$ cat config.mk
export PLATFORM = sky130hd
export DESIGN_NAME = ps2_keymap_decoder
export DESIGN_NICKNAME = d
export VERILOG_FILES = /design/src/rtl/ps2_keymap_decoder.sv
export SDC_FILE = /design/constraint.sdc
export NUM_CORES = 1
export LEC_CHECK = 0
export CAP_MARGIN = 5
export CORE_UTILIZATION = 37
export CTS_CLUSTER_SIZE = 28
export DETAILED_ROUTE_END_ITERATION = 16
export PLACE_DENSITY_LB_ADDON = 0.12
export SYNTH_ARGS = -nofsm -noshare
export SYNTH_HDL_FRONTEND = slang
export SYNTH_SLANG_ARGS = --single-unit
$ cat constraint.sdc
create_clock -name clk -period 2.2 [get_ports clk]
set_clock_uncertainty 0.05 [all_clocks]
set_input_delay 0.22 -clock clk [delete_from_list [all_inputs] [get_ports clk]]
set_output_delay 0.22 -clock clk [all_outputs]
set_load 0.02 [all_outputs]
$ cat src/rtl/ps2_keymap_decoder.sv
// PS/2 scancode-set-2 decoder: prefix FSM with timeout, per-key levels, typematic-filtered
// strobes and a timed Ctrl+Alt+Backspace hard reset.
module ps2_keymap_decoder #(
  parameter int          NUM_JOY     = 2,
  parameter int          JOY_W       = 10,
  parameter logic [15:0] PFX_TIMEOUT = 16'd50000,
  parameter logic [23:0] HR_HOLD     = 24'd5000000
) (
  input  logic             clk,
  input  logic             rst,
  input  logic [7:0]       ps2_byte,
  input  logic             ps2_valid,
  input  logic             ps2_error,
  output logic [JOY_W-1:0] key_joy1,
  output logic [JOY_W-1:0] key_joy2,
  output logic [2:0]       game_sel,
  output logic             game_sel_stb,
  output logic             key_start,
  output logic             start_stb,
  output logic             key_reset,
  output logic             key_hardreset,
  output logic             key_modovideo
);
  typedef enum logic [2:0] {IDLE, EXT, REL, EXT_REL, PAUSE} state_t;

  localparam int K_U_E = 0,  K_U_P = 1,  K_D_E = 2,  K_D_P = 3,  K_L = 4,  K_R = 5;
  localparam int K_B1 = 6,   K_B2 = 7,   K_B3 = 8;
  localparam int K_J2U = 9,  K_J2D = 10, K_J2L = 11, K_J2R = 12;
  localparam int K_J2B1 = 13, K_J2B2 = 14, K_J2B3 = 15;
  localparam int K_START = 16, K_F3 = 17, K_F12 = 18, K_SCRL = 19;
  localparam int K_CTRL = 20, K_ALT = 21, K_BKSP = 22, NK = 23;
  localparam logic [7:0] GAME_CODE [7] = '{8'h16, 8'h1E, 8'h26, 8'h25, 8'h2E, 8'h36, 8'h3D};

  state_t        state_reg;
  logic [2:0]    skip_reg;
  logic [15:0]   pfx_reg;
  logic [NK-1:0] lvl_reg, lvl_next, hit;
  logic [6:0]    game_lvl_reg, game_lvl_next, game_hit, game_new;
  logic [23:0]   hr_reg, hr_next;
  logic [2:0]    game_sel_reg, game_sel_next;
  logic          game_stb_reg, start_stb_reg, video_reg;
  logic          accept, is_ext, is_brk, decode_en, bat;

  assign accept = ps2_valid && !ps2_error;
  assign is_ext = (state_reg == EXT) || (state_reg == EXT_REL);
  assign is_brk = (state_reg == REL) || (state_reg == EXT_REL);
  assign bat    = accept && (state_reg == IDLE) && (ps2_byte == 8'hAA || ps2_byte == 8'hFC);

  always_comb begin
    decode_en = 1'b0;
    if (accept) begin
      case (state_reg)
        IDLE:         decode_en = (ps2_byte != 8'hE0) && (ps2_byte != 8'hF0) && (ps2_byte != 8'hE1);
        EXT:          decode_en = (ps2_byte != 8'hF0);
        REL, EXT_REL: decode_en = 1'b1;
        default:      decode_en = 1'b0;
      endcase
    end
  end

  always_comb begin
    hit = '0;
    case (ps2_byte)
      8'h75: hit[K_U_E]  = is_ext;
      8'h44: hit[K_U_P]  = !is_ext;
      8'h72: hit[K_D_E]  = is_ext;
      8'h42: hit[K_D_P]  = !is_ext;
      8'h6B: hit[K_L]    = is_ext;
      8'h74: hit[K_R]    = is_ext;
      8'h14: begin hit[K_B1] = is_ext; hit[K_CTRL] = !is_ext; end
      8'h11: begin hit[K_B2] = is_ext; hit[K_ALT]  = !is_ext; end
      8'h29: hit[K_B3]   = 1'b1;
      8'h15: hit[K_J2U]  = 1'b1;
      8'h1C: hit[K_J2D]  = 1'b1;
      8'h1B: hit[K_J2L]  = 1'b1;
      8'h23: hit[K_J2R]  = 1'b1;
      8'h1A: hit[K_J2B1] = 1'b1;
      8'h22: hit[K_J2B2] = 1'b1;
      8'h21: hit[K_J2B3] = 1'b1;
      8'h05: hit[K_START] = 1'b1;
      8'h04: hit[K_F3]   = 1'b1;
      8'h07: hit[K_F12]  = 1'b1;
      8'h7E: hit[K_SCRL] = 1'b1;
      8'h66: hit[K_BKSP] = 1'b1;
      default: ;
    endcase
    if (!decode_en) hit = '0;
  end

  genvar gi;
  generate
    for (gi = 0; gi < 7; gi++) begin : g_game
      assign game_hit[gi] = decode_en && (ps2_byte == GAME_CODE[gi]);
    end
  endgenerate

  // A make for a key already down is typematic repeat: it may not strobe or toggle.
  assign game_new = game_hit & ~game_lvl_reg & {7{!is_brk}};

  always_comb begin
    lvl_next      = lvl_reg;
    game_lvl_next = game_lvl_reg;
    for (int i = 0; i < NK; i++)
      if (hit[i]) lvl_next[i] = !is_brk;
    for (int i = 0; i < 7; i++)
      if (game_hit[i]) game_lvl_next[i] = !is_brk;
    if (bat) begin
      lvl_next      = '0;
      game_lvl_next = '0;
    end
  end

  always_comb begin
    game_sel_next = game_sel_reg;
    for (int i = 0; i < 7; i++)
      if (game_new[i]) game_sel_next = 3'(i);
  end

  always_comb begin
    hr_next = 24'd0;
    if (lvl_next[K_CTRL] && lvl_next[K_ALT] && lvl_next[K_BKSP])
      hr_next = (hr_reg == HR_HOLD) ? hr_reg : hr_reg + 24'd1;
  end

  always_ff @(posedge clk) begin
    if (rst) begin
      state_reg     <= IDLE;
      skip_reg      <= 3'd0;
      pfx_reg       <= 16'd0;
      lvl_reg       <= '0;
      game_lvl_reg  <= '0;
      hr_reg        <= 24'd0;
      game_sel_reg  <= 3'd0;
      game_stb_reg  <= 1'b0;
      start_stb_reg <= 1'b0;
      video_reg     <= 1'b0;
    end else begin
      lvl_reg       <= lvl_next;
      game_lvl_reg  <= game_lvl_next;
      hr_reg        <= hr_next;
      game_sel_reg  <= game_sel_next;
      game_stb_reg  <= |game_new;
      start_stb_reg <= hit[K_START] && !is_brk && !lvl_reg[K_START];
      if (hit[K_SCRL] && !is_brk && !lvl_reg[K_SCRL]) video_reg <= !video_reg;

      if (ps2_error) begin
        state_reg <= IDLE;
        pfx_reg   <= 16'd0;
      end else if (ps2_valid) begin
        pfx_reg <= 16'd0;
        case (state_reg)
          IDLE: begin
            if (ps2_byte == 8'hE0)      state_reg <= EXT;
            else if (ps2_byte == 8'hF0) state_reg <= REL;
            else if (ps2_byte == 8'hE1) begin
              state_reg <= PAUSE;
              skip_reg  <= 3'd7;
            end
          end
          EXT:     state_reg <= (ps2_byte == 8'hF0) ? EXT_REL : IDLE;
          PAUSE: begin
            if (skip_reg == 3'd1) state_reg <= IDLE;
            skip_reg <= skip_reg - 3'd1;
          end
          default: state_reg <= IDLE;
        endcase
      end else if (state_reg != IDLE) begin
        if (pfx_reg == PFX_TIMEOUT) begin
          state_reg <= IDLE;
          pfx_reg   <= 16'd0;
        end else begin
          pfx_reg <= pfx_reg + 16'd1;
        end
      end
    end
  end

  assign key_joy1[6:0] = {lvl_reg[K_B3], lvl_reg[K_B2], lvl_reg[K_B1],
                          lvl_reg[K_U_E] | lvl_reg[K_U_P], lvl_reg[K_D_E] | lvl_reg[K_D_P],
                          lvl_reg[K_L], lvl_reg[K_R]};
  generate
    if (NUM_JOY >= 2) begin : g_joy2
      assign key_joy2[6:0] = {lvl_reg[K_J2B3], lvl_reg[K_J2B2], lvl_reg[K_J2B1],
                              lvl_reg[K_J2U], lvl_reg[K_J2D], lvl_reg[K_J2L], lvl_reg[K_J2R]};
    end else begin : g_nojoy2
      assign key_joy2[6:0] = 7'd0;
    end
    for (gi = 7; gi < JOY_W; gi++) begin : g_pad
      assign key_joy1[gi] = 1'b0;
      assign key_joy2[gi] = 1'b0;
    end
  endgenerate

  assign game_sel      = game_sel_reg;
  assign game_sel_stb  = game_stb_reg;
  assign key_start     = lvl_reg[K_START];
  assign start_stb     = start_stb_reg;
  assign key_reset     = lvl_reg[K_F3] | lvl_reg[K_F12];
  assign key_hardreset = (hr_reg == HR_HOLD);
  assign key_modovideo = video_reg;
endmodule

* Yosys cells after proc, flatten, opt, wreduce, memory -nomap -nowiden
Cells that the tools add are included.
** Word-level totals
- Bits in registers :: 82
- Latch bits :: 0
- Bits in writable memories :: 0
- Memory bits (read-only) :: 0
- Input port bits :: 12
- Output and inout port bits :: 29
- Logic and storage cells :: 210
- Memories :: 0
** Cells by class
- Add/sub/neg operators :: 3
- Multiply operators :: 0
- Div/mod/pow operators :: 0
- $lt $le $gt $ge :: 0
- Eq/ne operators :: 48
- Shift operators :: 0
- Mux-type cells :: 71
- Bitwise gates (word level) :: 8
- Reduce and logical (&&, ||, !) cells :: 43
** Operators with widths (number)
- $eq 8x6->1 const B :: 9
- $eq 8x5->1 const B :: 8
- $eq 8x7->1 const B :: 8
- $mux 3 :: 17
- $mux 1 :: 47
- $mux 23 :: 2
- $eq 8x8->1 const B :: 5
- $add 24x1->24 const B :: 1
- $eq 24x23->1 const B :: 1
- $eq 8x3->1 const B :: 3
- $ne 8x8->1 const B :: 3
- $logic_and 1x1->1 :: 18
- $add 16x1->16 const B :: 1
- $eq 16x16->1 const B :: 1
- $mux 16 :: 1
- $and 7x7->7 :: 2
- $reduce_or 2->1 :: 5
- $pmux 3 s3 :: 1
- $not 7->7 :: 1
- $reduce_bool 7->1 :: 1
- $reduce_or 7->1 :: 1
- $eq 3x1->1 const B :: 2
- $eq 3x2->1 const B :: 2
- $logic_not 1->1 :: 6
- other kinds (19) :: 27

* Depth between registers and ports, before layout
Gate-level depths: netlist of the first run.
- Depth after elaboration :: 15
- Mapped depth :: 9
- Mapped depth without buffers :: 7

* Worst setup path after synthesis of the first run
OpenSTA, ideal clock, no wires.
- Kind :: reg-to-reg
- Start point :: register hr_reg[5]
- End point :: register hr_reg[1]
- Library setup time :: 0.114 ns
- Arrival time :: 2.134 ns
- Data required time :: 2.036 ns
- Setup slack :: -0.098 ns
- Stages on the path, launching flop included :: 6
- Path buffers :: 0
- Period minus slack after synthesis :: 2.298 ns
- Path through :: dfxtp_1 or4b_2 or4_1 nor2_1 mux2i_1 nor2_1
** On the way
- Word-level cells in the longest chain between the ends :: 1
** RTL lines
- start, declared :: line 39 : logic [23:0] hr_reg, hr_next;
- start signal, assigned :: line 140 : hr_reg <= hr_next;
- $eq 24x23->1
- via key_hardreset :: line 21 : output logic key_hardreset,
The timed path passes the listed nets, and every way through them passes these cells.
A chain may end at the register's enable or synchronous reset.

* Final worst setup path of the first run
- Start point :: register state_reg[0]
- End point :: register hr_reg[11]
** On the way
- Word-level cells in the longest chain between the ends :: 11
- Elaborated cells on any way between the ends :: 24
- Those cells by class :: 3 x eq/ne; 9 x mux; 1 x bitwise; 11 x reduce/logical
** RTL lines
- start, declared :: line 34 : state_t state_reg;
- start signal, assigned :: line 160 : EXT: state_reg <= (ps2_byte == 8'hF0) ? EXT_REL : IDLE;
- $eq 3x2->1, or another cell as far along :: line 45, 46, 52
- $reduce_or 2->1 / $logic_or 1x1->1 (equally long branches) :: line 52, 45
- $pmux 1 s3 / $logic_not 1->1 (equally long branches) :: line 52, 70, 71
- $mux 1 (on tied branches) :: line 51, 63
- $mux 23 :: line 87 : if (!decode_en) hit = '0;
- $mux 1 :: line 104 : if (hit[i]) lvl_next[i] = !is_brk;
- $mux 23 (*) :: line 107 : if (bat) begin
- $logic_and 1x1->1 :: line 121 : if (lvl_next[K_CTRL] && lvl_next[K_ALT] && lvl_next[K_BKSP])
- $logic_and 1x1->1 (*) :: line 121
- $not 1->1 (no line) (*)
- $reduce_or 2->1 (no line) (*)
Every way passes the cells marked *; elsewhere a longest branch is shown, timed or not.

==> qor.yml, run 1 <==
outcome:
  outcome: "complete, but fails checks"
  violations: "setup timing"
clock_tree:
  path_clk_slew_ns: 0.06
  clkSinkCount: 82
  ctsHoldBuffers: 0
  clk-insertion-delay-late_ns: 0.34
  cts_tree: "yes"
  cts_buffers: 9
  root_buffer: "clkbuf_16"
  cts_max_level: 3
  cts.path.max_buffers: 2
power_and_ir_drop:
  clock_power_share_pct: 47.0
  p_total_mw: 3.16
  intPower_mw: 2.45
  power.density_nw_per_um2: 585
  irDropWorstVdd_uv: 423
  comb_power_share_pct: 6.0
  sequentialPowerShare_pct: 47.0
  p_sw_uw: 717
  swShare_pct: 22.6
  power_leakage_nw: 2.02
worst_setup_path:
  end_kind: "flop"
  crit_path_start: "state_reg[0]"
  worstSetupPathType: "reg -> reg"
  timing.rr.start: "state_reg[0]"
  ff2ff_path_depth: 6
  cp.required_ns: 2.42
  critPathArrivalTime_ns: 2.42
  reg2reg_to: "hr_reg[11]"
  start_kind: "flop"
  crit_fanout: 24
  r2r_setup_slack_ns: -0.001
sta:
  max_freq_mhz: 454
  rsz0062_at_grt: "yes"
  setup_viol: 1
  min_period_ns: 2.20
  fin_ws_ns: -0.00118
  fin_crit_sh_pct: 100
  hold_viol: 0
  holdWs_ns: 0.405
  maxSlewViolCount: 0
layout:
  diodes: 0
  stdcell_area_um2: 5410
  post-route-util_pct: 49.2
  nNetsFinal: 589
  areaGrowthSynthToFinish_pct: 28.0
  largest_reg_flops: 24
  layout-drive-gt1-share_pct: 21.5
routing:
  routed-via-count: 3707
  routed_wirelength_mm: 10.2
  avgRoutedWirePerCell_um: 14.3
  drc_errors: 0
  viasPerCell: 5.18
  drt_iter0_drc: 178
  drtAntennaViolNets: 0
  first_pass_iters: 4
hold_path:
  hold_path.class: "reg -> reg"
  min_path_cells: 2
  min_to: "lvl_reg[17]"
  hp-start: "lvl_reg[17]"
floorplan:
  die_width_um: 109
  num_rows: 38
  core-area_um2: 11000
  die_h_um: 109
  die-area_um2: 11900
  io_pins: 41
  initial_core_util_pct: 38.5
grt:
  antenna_found_initial: 0
  grt_overflow_total: 0
  grt_use_total_pct: 18.1
  grt_pass1_wl_mm: 16.8
  grt_max_degree: 25
  grt_pass1_vias: 3441
job:
  drv_cap: 0
yosys:
  synth.ff_latch_count: 82
  synth_edf_count: 0
  synthCells: 492
  yosys_warnings: 0
  synth_ff_type: "dfxtp_1"
  synthArstFlopShare_pct: 0
  ys_types: 54
  yosysSeqAreaShare_pct: 38.9
  synth_area_um2: 4230
  syn_avg_cell_area_um2: 8.59
placement:
  postPlaceCellArea_um2: 5050
  gp_congestion: 0.865
  numPortBuffers: 34
  hpwl_mm: 7.58
synth_stat cells (2+ instances only):
cell      number  share of area [%]
buf_6          2               0.53
and3_1        13                1.9
clkbuf_1      23                2.0
or4_1          4               0.71
xor2_1        24                5.0
nand4_1       20                3.0
nand4b_1       3               0.62
nor2_1        62                5.5
or4b_2         4               0.95
a41o_1         3               0.71
nor3b_1        3               0.53
inv_1         11               0.98
buf_2          2               0.24
ha_1           6                1.8
nand2_1       33                2.9
nor4_1        11                1.6
or2_2          5               0.74
a21oi_1       18                2.1
xnor2_1       14                2.9
nor3_1        12                1.4
and2_1         2               0.30
and4b_1        2               0.47
a311oi_1      11                2.3
buf_4         18                3.2
nand2b_1       4               0.59
or3_1          6               0.89
dfxtp_1       82                 39
or4b_1         3               0.71
nor4bb_1       4               0.95
a211oi_1       7                1.2
o21ai_0        2               0.24
a31oi_1        3               0.44
nor4b_1        4               0.83
and4_1         5                1.0
nand3_1       21                2.5
nor2b_1        6               0.89
mux2i_1       12                2.8
nor2_2        11                1.6
worst max path at each step:
| stage | to | slack [ns] |
|---|---|---|
| finish | hr_reg[11] | -0.001 |
| global route | hr_reg[0] | -0.07 |
| CTS | hr_reg[11] | 0.004 |
| detailed placement | hr_reg[9] | -0.47 |
| global placement | hr_reg[9] | -0.41 |
| floorplan | hr_reg[14] | -0.006 |
final cells by class:
| type | count | area [um2] |
|---|---|---|
| well taps | 140 | 175 |
| clock buffers | 11 | 233 |
| inverters | 11 | 41.3 |
| clock inverters | 5 | 55.1 |
| repair buffers | 110 | 931 |
| fillers | 1026 | 5580 |
| flip-flops and latches | 82 | 1640 |
| multi-input cells | 357 | 2330 |
repair_timing:
action                                  CTS  global route
pin swaps                                 3             2
resized for setup                        15             7
setup buffers                             1             0
endpoints found under the setup margin   25            45
cells in the final DEF (no fill, tap or decap), types with 3 or more instances in the layout:
| cell type | netlist | layout |
|---|---|---|
| a211oi_1 | 7 | 7 |
| a21oi_1 | 18 | 18 |
| a311oi_1 | 11 | 11 |
| a31oi_1 | 3 | 3 |
| a41o_1 | 3 | 3 |
| and3_1 | 13 | 13 |
| and4_1 | 5 | 5 |
| buf_4 | 18 | 75 |
| clkbuf_16 | 0 | 9 |
| clkdlybuf4s50_1 | 0 | 29 |
| conb_1 | 1 | 6 |
| dfxtp_1 | 82 | 81 |
| dlymetal6s2s_1 | 0 | 3 |
| ha_1 | 6 | 6 |
| inv_1 | 11 | 11 |
| mux2i_1 | 12 | 11 |
| nand2_1 | 33 | 33 |
| nand2b_1 | 4 | 4 |
| nand3_1 | 21 | 21 |
| nand4_1 | 20 | 20 |
| nand4b_1 | 3 | 3 |
| nor2_1 | 62 | 61 |
| nor2_2 | 11 | 11 |
| nor2b_1 | 6 | 6 |
| nor3_1 | 12 | 12 |
| nor4_1 | 11 | 10 |
| nor4b_1 | 4 | 4 |
| nor4bb_1 | 4 | 4 |
| or2_2 | 5 | 5 |
| or3_1 | 6 | 6 |
| or4b_2 | 4 | 3 |
| or4b_4 | 1 | 3 |
| xnor2_1 | 14 | 14 |
| xor2_1 | 24 | 24 |
metrics by stage:
step,setup slack [ns],cells,setup TNS (ns)
floorplan,-0.00551,497,-0.00718
global placement,-0.407,699,-18.08
detailed placement,-0.471,699,-18.85
CTS,0.00423,716,0
global route,-0.0674,716,-0.638
finish,-0.00118,716,-0.00118
power groups by stage:
stage               combinational [mW]  clock [mW]  sequential, mW
finish                           0.191        1.49            1.49
global route                     0.206        1.58            1.49
CTS                              0.189        1.53            1.49
detailed placement               0.186           0            1.52
global placement                 0.186           0            1.52
floorplan                       0.0911           0            1.52
logic make-up (layout without fill, tap and decap cells):
logic type,count (synthesis),count (layout),share of synthesized area (%)
compound gates,52,52,8.68
xor+xnor,38,38,7.88
fa+ha+maj,6,6,1.78
buf+inv,58,137,7.82
flops,82,82,38.9
mux,12,12,2.84
other cells,1,6,0.0888
simple gates,243,243,32.1
per-layer routing:
| layer | GRT usage [%] | routed length (um) |
|---|---|---|
| met2 | 29.2 | 4680 |
| met3 | 3.71 | 434 |
| met5 | 0 | 0 |
| met4 | 5.12 | 140 |
| met1 | 24.4 | 4980 |
critical path, cell delays in order, from the launching register on:
cell and delay (ns):
dfxtp_2 0.33, or4b_4 0.56, nor4_4 0.25, mux2i_2 0.12, or4_4 0.51, buf_12 0.18
nor2_1 0.11
Note: power is estimated with default switching activity, not from simulation.
==> run 2: changes to the inputs <==
- RECOVER_POWER: not set -> 50
==> qor.yml, run 2 (synthesis results as in run 1) <==
routing:
  drt_iter0_drc: 149  # -16%
  drtAntennaViolNets: 0  # unchanged
  first_pass_iters: 5  # +1
  routed_wirelength_mm: 10.3  # +0.23%
  routed-via-count: 3738  # +0.84%
  viasPerCell: 5.22  # +0.84%
  avgRoutedWirePerCell_um: 14.3  # +0.23%
  drc_errors: 0  # unchanged
floorplan:
  die_width_um: 109  # unchanged
  io_pins: 41  # unchanged
  initial_core_util_pct: 38.5  # unchanged
  die-area_um2: 11900  # unchanged
  core-area_um2: 11000  # unchanged
  num_rows: 38  # unchanged
  die_h_um: 109  # unchanged
worst_setup_path:
  critPathBufInv: 1  # unchanged
  ff2ff_path_depth: 6  # unchanged
  timing.rr.start: "state_reg[0]"
  r2r_setup_slack_ns: -0.0007  # about the same
  reg2reg_to: "hr_reg[11]"
  critPathTopFamily: "simple AND/OR/NAND/NOR gates"
  crit_fanout: 24  # unchanged
  critPathArrivalTime_ns: 2.42  # about the same
  cp_cell_sequence: "or4b_4 -> nor4_4 -> mux2i_2 -> or4_4 -> buf_12 -> nor2_1"
  start_kind: "flop"
  slowest_delay_ns: 0.56  # about the same
  worstSetupPathType: "reg -> reg"
  cp.required_ns: 2.42  # about the same
  cp_slowest_cell: "or4b_4"
  end_kind: "flop"
grt:
  grt_max_degree: 25  # unchanged
  grt_use_total_pct: 18.1  # unchanged
  antenna_found_initial: 0  # unchanged
  grt_pass1_vias: 3441  # unchanged
  grt_overflow_total: 0  # unchanged
  grt_pass1_wl_mm: 16.8  # unchanged
job:
  drv_cap: 0  # unchanged
hold_path:
  min_path_cells: 1  # -1
  hold_path.class: "reg -> reg"
  min_to: "start_stb"
  hp-start: "lvl_reg[16]"
sta:
  hold_viol: 0  # unchanged
  max_freq_mhz: 454  # about the same
  min_period_ns: 2.20  # -0.000522 ns
  fin_ws_ns: -0.000654  # +0.000522 ns
  rsz0062_at_grt: "yes"
  maxSlewViolCount: 0  # unchanged
  finalSetupTns_ns: -0.000654  # +0.000522 ns
  fin_crit_sh_pct: 100  # about the same
  setup_viol: 1  # unchanged
placement:
  gp_congestion: 0.865  # unchanged
  numPortBuffers: 34  # unchanged
  hpwl_mm: 7.58  # unchanged
  placedCellCount: 699  # unchanged
outcome:
  violations: "setup timing"
  outcome: "complete, but fails checks"
layout:
  instances_no_fill: 716  # unchanged
  final_cell_mix: "81 x dfxtp_1, 72 x buf_4, 61 x nor2_1"
  nNetsFinal: 589  # unchanged
  largest_reg_flops: 24  # unchanged
  diodes: 0  # unchanged
  areaGrowthSynthToFinish_pct: 27.8
  fillers: 1027  # +0.097%
  layout-drive-gt1-share_pct: 21.4  # -0.17 points
  mostFrequentLayoutCell: "dfxtp_1"
clock_tree:
  root_buffer: "clkbuf_16"
  cts.path.max_buffers: 2  # unchanged
  clk-insertion-delay-late_ns: 0.33  # about the same
  cts_buffers: 9  # unchanged
  cts_max_level: 3  # unchanged
  cts_tree: "yes"
  path_clk_slew_ns: 0.06  # about the same
  clkSinkCount: 82  # unchanged
power_and_ir_drop:
  power_leakage_nw: 2.09  # +3.7%
  power.density_nw_per_um2: 584  # -0.17%
  irDropWorstVdd_uv: 419  # -0.91%
[run 2: cell count changes in the layout (fill, tap and decap cells not counted), sizes merged]
| cell | change |
|---|---|
| clkdlybuf4s50 | -23 |
| buf | -3 |
| clkbuf | +3 |
| dlygate4sd3 | +23 |
[run 2: where the power goes]
| group | total (mW) | leakage (nW) | internal (mW) | switching (mW) |
|---|---|---|---|---|
| sequential | 1.49 | 0.661 | 1.49 | 0.000574 |
| clock | 1.48 | 0.136 | 0.876 | 0.601 |
| combinational | 0.189 | 1.30 | 0.0834 | 0.106 |
| total | 3.15 | 2.09 | 2.45 | 0.708 |
[run 2: routing by layer]
| layer | share of wire (%) | global-route usage, % |
|---|---|---|
| met2 | 47 | 29.2 |
| met5 | 0 | 0 |
| met3 | 3.5 | 3.71 |
| met4 | 0.76 | 5.12 |
| met1 | 49 | 24.4 |
[run 2: stage by stage]
step	utilization (%)	worst slack [ns]	area (um2)	total power [mW]	hold slack, ns
final	49.2	-0.000654	5400	3.15	0.400
after global routing	49.2	-0.0708	5400	3.27	0.429
after CTS	49.0	0.00423	5380	3.20	0.407
after detailed placement	46.0	-0.471	5050	1.71	0.399
after global placement	46.0	-0.407	5050	1.71	0.391
after floorplan	-	-0.00551	4260	1.61	0.351
[run 2: layout make-up]
type                            instances  area, um2  share of cell area (%)
Multi-Input combinational cell        357       2330                    43.2
Inverter                               11       41.3                   0.765
Tap cell                              140        175                    3.24
Clock buffer                           11        233                    4.31
Clock inverter                          5       55.1                    1.02
Timing Repair Buffer                  110        922                    17.1
Sequential cell                        82       1640                    30.4
[run 2: repair_timing]
item | 4_1_cts | 5_1_grt
gates resized for setup | 15 | 7
hold buffers | 0 | 0
setup buffers | 1 | 0
pin swaps | 3 | 2
setup endpoints to repair | 25 | 45
[run 2: worst max path at each step]
stage	startpoint	to	slack, ns	depth (start not counted)
after global routing	ps2_byte[3]	state_reg[0]	-0.07	7
after CTS	ps2_byte[4]	hr_reg[11]	0.004	7
final	state_reg[0]	hr_reg[11]	-0.0007	6
after global placement	ps2_valid	hr_reg[9]	-0.41	7
after detailed placement	ps2_valid	hr_reg[9]	-0.47	7
after floorplan	state_reg[0]	hr_reg[14]	-0.006	8
==> run 3: changes to the inputs <==
- CTS_BUF_LIST: not set -> sky130_fd_sc_hd__clkbuf_16
==> qor.yml, run 3 (synthesis results as in run 1) <==
worst_setup_path:
  slowest_delay_ns: 0.56  # about the same
  r2r_setup_slack_ns: -0.0004  # about the same
  critPathArrivalTime_ns: 2.42  # about the same
  cp_cell_sequence: "or4b_4 -> nor4_4 -> mux2i_2 -> or4_4 -> buf_12 -> nor2_1"
  cp.required_ns: 2.42  # about the same
  start_kind: "flop"
  ff2ff_path_depth: 6  # unchanged
  critPathBufInv: 1  # unchanged
  critPathTopFamily: "simple AND/OR/NAND/NOR gates"
  crit_fanout: 24  # unchanged
  timing.rr.start: "state_reg[0]"
  crit_path_start: "state_reg[0]"
  cp_slowest_cell: "or4b_4"
  reg2reg_to: "hr_reg[11]"
  end_kind: "flop"
  worstSetupPathType: "reg -> reg"
sta:
  maxSlewViolCount: 0  # unchanged
  holdWs_ns: 0.400  # +0.0000400 ns
  fin_ws_ns: -0.000397  # +0.000257 ns
  rsz0062_at_grt: "yes"
  max_freq_mhz: 454  # about the same
  finalSetupTns_ns: -0.000397  # +0.000257 ns
  setup_viol: 1  # unchanged
  min_period_ns: 2.20  # -0.000257 ns
  fin_crit_sh_pct: 100  # about the same
  hold_viol: 0  # unchanged
clock_tree:
  cts_max_level: 3  # unchanged
  clkSinkCount: 82  # unchanged
  path_clk_slew_ns: 0.06  # about the same
  clk-insertion-delay-late_ns: 0.33  # about the same
  cts_tree: "yes"
  ctsHoldBuffers: 0  # unchanged
  cts.path.max_buffers: 2  # unchanged
  root_buffer: "clkbuf_16"
  cts_buffers: 9  # unchanged
floorplan:
  die_h_um: 109  # unchanged
  initial_core_util_pct: 38.5  # unchanged
  die-area_um2: 11900  # unchanged
  io_pins: 41  # unchanged
  die_width_um: 109  # unchanged
  core-area_um2: 11000  # unchanged
  num_rows: 38  # unchanged
grt:
  grt_pass1_vias: 3441  # unchanged
  grt_pass1_wl_mm: 16.8  # unchanged
  grt_use_total_pct: 18.1  # unchanged
  grt_overflow_total: 0  # unchanged
  antenna_found_initial: 0  # unchanged
  grt_max_degree: 25  # unchanged
routing:
  avgRoutedWirePerCell_um: 14.3  # +0.12%
  first_pass_iters: 4  # -1
  routed-via-count: 3741  # +0.080%
  drtAntennaViolNets: 0  # unchanged
  viasPerCell: 5.22  # about the same
  drc_errors: 0  # unchanged
  drt_iter0_drc: 151  # +1.3%
  routed_wirelength_mm: 10.3  # +0.12%
outcome:
  violations: "setup timing"
  outcome: "complete, but fails checks"
power_and_ir_drop:
  power_leakage_nw: 2.10  # +0.40%
  irDropWorstVdd_uv: 410  # -2.1%
  power.density_nw_per_um2: 583  # -0.25%
layout:
  ff_latch_area_um2: 1640  # unchanged
  layout-drive-gt1-share_pct: 21.4  # unchanged
  final_cell_mix: "81 x dfxtp_1, 72 x buf_4, 61 x nor2_1"
  mostFrequentLayoutCell: "dfxtp_1"
  multiInputGateArea_um2: 2330  # unchanged
  nNetsFinal: 589  # unchanged
  fillers: 1027  # unchanged
  diodes: 0  # unchanged
  areaGrowthSynthToFinish_pct: 27.8  # unchanged
  largest_reg_flops: 24  # unchanged
placement:
  numPortBuffers: 34  # unchanged
  hpwl_mm: 7.58  # unchanged
  gp_congestion: 0.865  # unchanged
hold_path:
  hp-start: "lvl_reg[16]"
  min_to: "start_stb"
  hold_path.class: "reg -> reg"
  min_path_cells: 1  # unchanged
job:
  drv_cap: 0  # unchanged
## run 3: cell types whose count changed in the layout (fill, tap and decap cells not counted), sizes merged
cell / delta
clkbuf: -2
inv: +2
## run 3: final cells by class
cell class / instances / area share [%]
tap: 140 / 3.24
multi-input combinational: 357 / 43.2
sequential: 82 / 30.4
inverter: 11 / 0.765
clock buffer: 9 / 4.17
clock inverter: 7 / 1.16
timing repair buffer: 110 / 17.1
## run 3: timing repair
item                       CTS  global route
setup endpoints to repair   25            45
gates resized for setup     15             7
pin swaps                    3             2
setup buffers                1             0
## run 3: how the worst max path moves through the flow
stage | cells past startpoint | slack, ns | endpoint
2_1_floorplan | 8 | -0.006 | hr_reg[14]
3_3_place_gp | 7 | -0.41 | hr_reg[9]
3_5_place_dp | 7 | -0.47 | hr_reg[9]
4_1_cts | 7 | 0.004 | hr_reg[11]
5_1_grt | 7 | -0.07 | state_reg[0]
6_report | 6 | -0.0004 | hr_reg[11]
## run 3: power breakdown
group / internal, mW / switching [mW]
combinational: 0.0834 / 0.106
sequential: 1.49 / 0.000574
clock: 0.867 / 0.603
total: 2.44 / 0.709
## run 3: through the flow
step	setup WS (ns)	cell area, um2	power (mW)	util, %	cells
2_1_floorplan	-0.00551	4260	1.61	-	497
5_1_grt	-0.0708	5400	3.26	49.2	716
3_3_place_gp	-0.407	5050	1.71	46.0	699
4_1_cts	0.00423	5380	3.20	49.0	716
6_report	-0.000397	5400	3.15	49.2	716
3_5_place_dp	-0.471	5050	1.71	46.0	699
## run 3: per-layer routing
metal  share of wire (%)  routed length, um  global-route usage, %  up-vias
met3                 3.5                356                   3.71        6
met1                  49               5030                   24.4     1775
met5                   0                  0                      0        -
met2                  47               4810                   29.2       65
li1                    -                  -                      -     1895
met4                0.70                 72                   5.12        0
